===== config.mk =====
export PLATFORM = sky130hd
export DESIGN_NAME = vdu_mem_arbiter
export DESIGN_NICKNAME = d
export VERILOG_FILES = /design/src/rtl/vdu_mem_arbiter.sv
export SDC_FILE = /design/constraint.sdc
export NUM_CORES = 1
export LEC_CHECK = 0
export ABC_AREA = 1
export CAP_MARGIN = 10
export CELL_PAD_IN_SITES_DETAIL_PLACEMENT = 0
export CELL_PAD_IN_SITES_GLOBAL_PLACEMENT = 1
export CORE_MARGIN = 3
export CORE_UTILIZATION = 27
export DETAILED_ROUTE_END_ITERATION = 12
export PLACE_DENSITY_LB_ADDON = 0.1
export SYNTH_ARGS = -nofsm -noshare
export SYNTH_HDL_FRONTEND = slang
export SYNTH_SLANG_ARGS = --single-unit
export TNS_END_PERCENT = 1

===== constraint.sdc =====
create_clock -name i_clk_sys -period 1.6 [get_ports i_clk_sys]
set_input_delay 0.32 -clock i_clk_sys [delete_from_list [all_inputs] [get_ports i_clk_sys]]
set_output_delay 0.32 -clock i_clk_sys [all_outputs]
set_load 0.05 [all_outputs]

===== src/rtl/vdu_mem_arbiter.sv =====
// Display-RAM arbiter: the VDU scanline fetcher has absolute priority, and the CPU waits behind it through a req/ack FSM.
// Optional VDU_ARB_WBUF_EN adds a one-entry posted write buffer so CPU writes are not stalled by VDU bursts.
module vdu_mem_arbiter #(
    parameter int ADDR_W = 16,
    parameter int DATA_W = 8
) (
    input  logic              i_clk_sys,
    input  logic              i_rst,
    input  logic              i_vdu_read_en,
    input  logic [ADDR_W-1:0] i_vdu_read_addr,
    output logic [DATA_W-1:0] o_vdu_data,
    input  logic              i_cpu_req,
    input  logic              i_cpu_we,
    input  logic [ADDR_W-1:0] i_cpu_addr,
    input  logic [DATA_W-1:0] i_cpu_wdata,
    output logic              o_cpu_ack,
    output logic [DATA_W-1:0] o_cpu_rdata,
    output logic              o_mem_en,
    output logic              o_mem_we,
    output logic [ADDR_W-1:0] o_mem_addr,
    output logic [DATA_W-1:0] o_mem_wdata,
    input  logic [DATA_W-1:0] i_mem_rdata
);

    // state   | meaning
    // IDLE    | waiting for i_cpu_req; request fields are latched on exit
    // PEND    | latched access waiting for a free RAM slot
    // RD_DATA | RAM read data returning; captured into o_cpu_rdata
    // ACK     | one-cycle o_cpu_ack pulse
    typedef enum logic [1:0] {S_IDLE, S_PEND, S_RD_DATA, S_ACK} state_t;

    state_t              state_q;
    logic                we_q;
    logic [ADDR_W-1:0]   addr_q;
    logic [DATA_W-1:0]   wdata_q;
    logic [DATA_W-1:0]   cpu_rdata_q;
    logic                ack_q;
    logic                vdu_pend_q;
    logic [DATA_W-1:0]   vdu_data_q;

    logic                drain;
    logic                wb_load;
    logic                wb_busy;
    logic [ADDR_W-1:0]   wb_addr;
    logic [DATA_W-1:0]   wb_data;
    logic                cpu_issue;

`ifdef VDU_ARB_WBUF_EN
    logic                wb_valid_q;
    logic [ADDR_W-1:0]   wb_addr_q;
    logic [DATA_W-1:0]   wb_data_q;

    // A pending write only goes into the buffer when the VDU holds the port; a free slot writes straight through.
    assign wb_load = (state_q == S_PEND) && we_q && !wb_valid_q && i_vdu_read_en && !i_rst;
    assign drain   = wb_valid_q && !i_vdu_read_en && !i_rst;
    assign wb_busy = wb_valid_q;
    assign wb_addr = wb_addr_q;
    assign wb_data = wb_data_q;

    always_ff @(posedge i_clk_sys) begin
        if (i_rst) begin
            wb_valid_q <= 1'b0;
            wb_addr_q  <= '0;
            wb_data_q  <= '0;
        end else if (wb_load) begin
            wb_valid_q <= 1'b1;
            wb_addr_q  <= addr_q;
            wb_data_q  <= wdata_q;
        end else if (drain) begin
            wb_valid_q <= 1'b0;
        end
    end
`else
    assign wb_load = 1'b0;
    assign drain   = 1'b0;
    assign wb_busy = 1'b0;
    assign wb_addr = addr_q;
    assign wb_data = wdata_q;
`endif

    assign cpu_issue = (state_q == S_PEND) && !i_vdu_read_en && !wb_busy && !i_rst;

    always_comb begin
        o_mem_en    = 1'b0;
        o_mem_we    = 1'b0;
        o_mem_addr  = addr_q;
        o_mem_wdata = wdata_q;
        if (i_vdu_read_en) begin
            o_mem_en   = 1'b1;
            o_mem_addr = i_vdu_read_addr;
        end else if (drain) begin
            o_mem_en    = 1'b1;
            o_mem_we    = 1'b1;
            o_mem_addr  = wb_addr;
            o_mem_wdata = wb_data;
        end else if (cpu_issue) begin
            o_mem_en = 1'b1;
            o_mem_we = we_q;
        end
    end

    always_ff @(posedge i_clk_sys) begin
        if (i_rst) begin
            state_q     <= S_IDLE;
            we_q        <= 1'b0;
            addr_q      <= '0;
            wdata_q     <= '0;
            cpu_rdata_q <= '0;
            ack_q       <= 1'b0;
        end else begin
            ack_q <= 1'b0;
            case (state_q)
                S_IDLE: begin
                    if (i_cpu_req) begin
                        we_q    <= i_cpu_we;
                        addr_q  <= i_cpu_addr;
                        wdata_q <= i_cpu_wdata;
                        state_q <= S_PEND;
                    end
                end
                S_PEND: begin
                    if (cpu_issue) begin
                        state_q <= we_q ? S_ACK : S_RD_DATA;
                        ack_q   <= we_q;
                    end else if (wb_load) begin
                        state_q <= S_ACK;
                        ack_q   <= 1'b1;
                    end
                end
                S_RD_DATA: begin
                    cpu_rdata_q <= i_mem_rdata;
                    ack_q       <= 1'b1;
                    state_q     <= S_ACK;
                end
                S_ACK: begin
                    state_q <= S_IDLE;
                end
                default: begin
                    state_q <= S_IDLE;
                end
            endcase
        end
    end

    // The slot tracker keeps running through reset so a VDU read issued during reset still returns its data.
    always_ff @(posedge i_clk_sys) begin
        vdu_pend_q <= i_vdu_read_en;
    end

    always_ff @(posedge i_clk_sys) begin
        if (i_rst) begin
            vdu_data_q <= '0;
        end else if (vdu_pend_q) begin
            vdu_data_q <= i_mem_rdata;
        end
    end

    assign o_vdu_data  = vdu_pend_q ? i_mem_rdata : vdu_data_q;
    assign o_cpu_ack   = ack_q;
    assign o_cpu_rdata = cpu_rdata_q;

endmodule

Yosys cells after proc, flatten, opt, wreduce, memory -nomap -nowiden
Cells that the tools add are included.
- output and inout port bits: 43
- bits in registers: 45
- input port bits: 53
- logic and storage cells: 31
- equal/unequal tests: 5
- reduce and logical (&&, ||, !) cells: 7
- mux-type cells: 11
- operators by type and width (cell ; count):
    2-to-1 mux 16 bit ; 1
    2-to-1 mux 8 bit ; 1
    one-hot mux 2 bit (4 select lines) ; 1
    2-to-1 mux 1 bit ; 5
    equality test 2 bit, second input constant ; 2
    2-to-1 mux 2 bit ; 2
    inequality test 2 bit, second input constant ; 2
    AND reduction 2 bit ; 2
    equality test 2 x 1 -> 1 bit, second input constant ; 1
    logical AND 1 bit ; 2
    zero test 1 bit ; 2
    zero test 2 bit ; 1
    one-hot mux 1 bit (2 select lines) ; 1

Logic depth before layout (Yosys ltp)
- depth after elaboration: 5
- mapped depth: 7
- mapped depth without buffers: 7

Worst setup path after synthesis
Ideal clock, no wire load.
- kind: register -> output
- from: register state_q[1]
- to: output o_mem_we
- arrival time: 1.175 ns
- path slack: 0.105 ns
- cell stages (with the launch flop): 7
- required time: 1.280 ns
- path through: dfxtp_1 inv_1 ha_1 inv_1 nor3_2 nand2_1 inv_1
- word-level cells in the longest chain between the ends: 5
- ends and longest elaborated chain (element ; line ; source):
    from (decl) ; 32 ; state_t state_q;
    from (signal assigned) ; 123 ; state_q <= we_q ? S_ACK : S_RD_DATA;
    equality test 2 x 1 -> 1 bit ; 81 ; assign cpu_issue = (state_q == S_PEND) && !i_vdu_read_en && !wb_busy && !i_rst;
    logical AND 1 bit (2 in series) ; 81 ;
    2-to-1 mux 1 bit ; 96 ; end else if (cpu_issue) begin
    2-to-1 mux 1 bit ; 88 ; if (i_vdu_read_en) begin
    to (decl) ; 19 ; output logic o_mem_we,
No other way between the ends.

Worst setup path after layout
- from: register state_q[1]
- to: output o_mem_en
- word-level cells in the longest chain between the ends: 5
- ends and longest elaborated chain (element ; line ; source):
    equality test 2 x 1 -> 1 bit ; 81 ;
    logical AND 1 bit (2 in series) ; 81 ;
    2-to-1 mux 1 bit ; 96 ;
    2-to-1 mux 1 bit ; 88 ;
    to (decl) ; 18 ; output logic o_mem_en,
No other way between the ends.

==> impl_metrics.yaml <==
run_status:
  outcome: "complete, but fails checks"
  failed_checks: "setup timing"
routing:
  wl_per_cell_um: 12.0
  num_vias: 1975
  initialDrtViolationCount: 91
  wirelength_mm: 5.65
  drc: 0
  drt-vias-per-instance: 4.20
  ant_nets: 0
  drt_pass1_iterations: 4
clocking:
  clk_pin_slew_ps: 80
  insertion_delay_ps: 290
  clkSinkCount: 45
  cts_buffer_depth: 2
  cts_root_buf: "clkbuf_8"
  ctsHoldBuffers: 0
  cts_tree: "yes"
  cts_buffers: 5
  htree_levels: 2
setup_path:
  critPathArrivalTime_ps: 1360
  setup.worst_path.end_class: "output port"
  start_kind: "register"
  crit_slowest_cell: "dfxtp_4"
  cp_top_family: "flip-flops"
  required_ps: 1280
  reg2regPathDepth: 7
  path_cells: "inv_4, ha_4, inv_2, nor3_4, inv_1, nand2_2, buf_12"
  critPathKind: "register to output port"
  cp_max_fo: 3
  critPathBufInv: 4
  max_stage_delay_ps: 360
  crit_cells: 7
timing:
  fin_skew_ps: 8.63
  finalSetupViolCount: 2
  drv_slew: 0
  worst_slew_pin_slew_ps: 330
  fin_crit_ps: 1680
  final_hold_viol_count: 0
  fin_hold_ws_ps: 471
  slew_headroom_pct: 78.0
  setup_slack_ps: -78.6
  fin_tns_setup_ps: -142
  fmax_ghz: 0.596
  fin_crit_sh_pct: 105
  rsz0062_at_grt: "yes"
floorplanning:
  coreArea_um2: 6830
  die_y_um: 90.1
  die-area_um2: 8130
  num_rows: 30
  ioPinCount: 96
  initial_core_util_pct: 28.0
  die_w_um: 90.1
yosys:
  synth_area_um2: 1910
  synth-seq-cells: 45
  syn_nets: 328
  yosysSeqAreaShare_pct: 47.1
  postSynthAreaPerCell_um2: 7.05
  yosys_warnings: 0
  synth_cell_types: 20
  synth_cells: 271
grt:
  grt-ovfl-total: 0
  antenna_found_initial: 0
  grt_max_degree: 27
  grt_use_total_pct: 14.0
  grt_pass1_vias: 1854
  grt_first_pass_wirelength_mm: 9.33
place:
  place_area_um2: 3210
  dp_cells: 460
  gp_congestion: 0.720
  portBuffers: 95
  dp_hpwl_mm: 4.10
  place_ws_ps: -171
final_layout:
  multi_input_area_um2: 901
  fillCellCount: 735
  synthToLayoutAreaGrowth_pct: 74.8
  post-route-util_pct: 48.9
  regArea_um2: 906
  fin_cells: 470
  drive_gt1_share_pct: 20.9
  nNetsFinal: 430
  finalInstanceArea_um2: 3340
  diodes: 0
  layout_commonest_cell: "nand2_1"
  mostFrequentLayoutCells: "79 x nand2_1, 70 x nor2_1, 51 x clkdlybuf4s50_1"
pwr:
  ir_drop_uv: 634
  cellPowerDensity_nw_per_um2: 1390
  totalPowerFinal_mw: 4.64
  p_leak_nw: 1.51
flow_run:
  drv_cap: 0
hold_path:
  min_path_type: "register to register"
  holdPathStages: 2
==> routing by layer <==
| layer | GRT usage, % | part of all wire, % | routed length (um) | vias to the layer above |
|---|---|---|---|---|
| met5 | 0 | 0 | 0 | - |
| met4 | 4.21 | 0.37 | 21 | 0 |
| met3 | 3.10 | 4.5 | 256 | 3 |
| met2 | 22.0 | 46 | 2580 | 54 |
| met1 | 19.3 | 49 | 2790 | 869 |
| li1 | - | - | - | 1049 |
==> where the power goes <==
group,switching [mW],internal [mW],total [mW]
clock,0.354,0.311,0.665
combinational,1.48,0.947,2.42
sequential,0.150,1.40,1.55
total,1.98,2.66,4.64
==> final timing paths <==
check | from | to | slack (ps)
hold / removal | vdu_data_q[6] | vdu_data_q[6] | 470
setup / recovery | state_q[1] | o_mem_en | -80
hold reg to reg | vdu_data_q[6] | vdu_data_q[6] | 470
setup reg to reg | state_q[1] | addr_q[2] | 180
==> flip-flops by register name (all words and copies together) (netlist names) <==
name         cells
o_cpu_rdata      8
we_q             1
vdu_pend_q       1
state_q          2
wb_data          8
vdu_data_q       8
addr_q          16
o_cpu_ack        1
==> cells in the mapped netlist <==
library cell   n  share of area, %
a21oi_1        9               2.4
a21oi_2        1              0.46
buf_2          4               1.0
buf_4          2              0.79
buf_6          4               2.4
clkbuf_2       2              0.52
dfxtp_1       45                47
ha_1           4               2.6
inv_1          7               1.4
inv_2          3              0.59
inv_4          1              0.33
nand2_1       81                16
nand2_2        1              0.33
nand2_4        1              0.59
nand3_1        1              0.26
nor2_1        70                14
nor3_2         1              0.52
o21ai_0       28               7.3
o21ai_1        5               1.3
o21ai_2        1              0.46
==> cells by family (layout without fill, tap and decap cells) <==
group,Yosys count,after routing,synth area share [%]
AND/OR/NAND/NOR,155,155,31.3
flip-flops,45,45,47.1
buffers and inverters,23,126,7.00
AO/OA/AOI/OAI,44,44,11.9
adder cells (fa/ha/maj),4,4,2.62
==> worst min-delay path, delay by kind of cell (launching register included) <==
kind / cells / cell delay (ps)
simple gates: 1 / 70
compound gates: 1 / 60
flops: 1 / 300
==> final cells by class <==
class / instances / share of cell area (%)
clock buffers: 8 / 2.40
flip-flops and latches: 45 / 27.1
inverters: 11 / 1.46
repair buffers: 107 / 38.5
multi-input cells: 203 / 27.0
well taps: 96 / 3.59
==> repair_timing <==
item,4_1_cts,5_1_grt
buffers inserted,0,1
gates resized for setup,7,10
cloned,1,0
setup endpoints to repair,18,14
pin swaps,1,2
No activity file was read; power rests on OpenSTA's default activity.
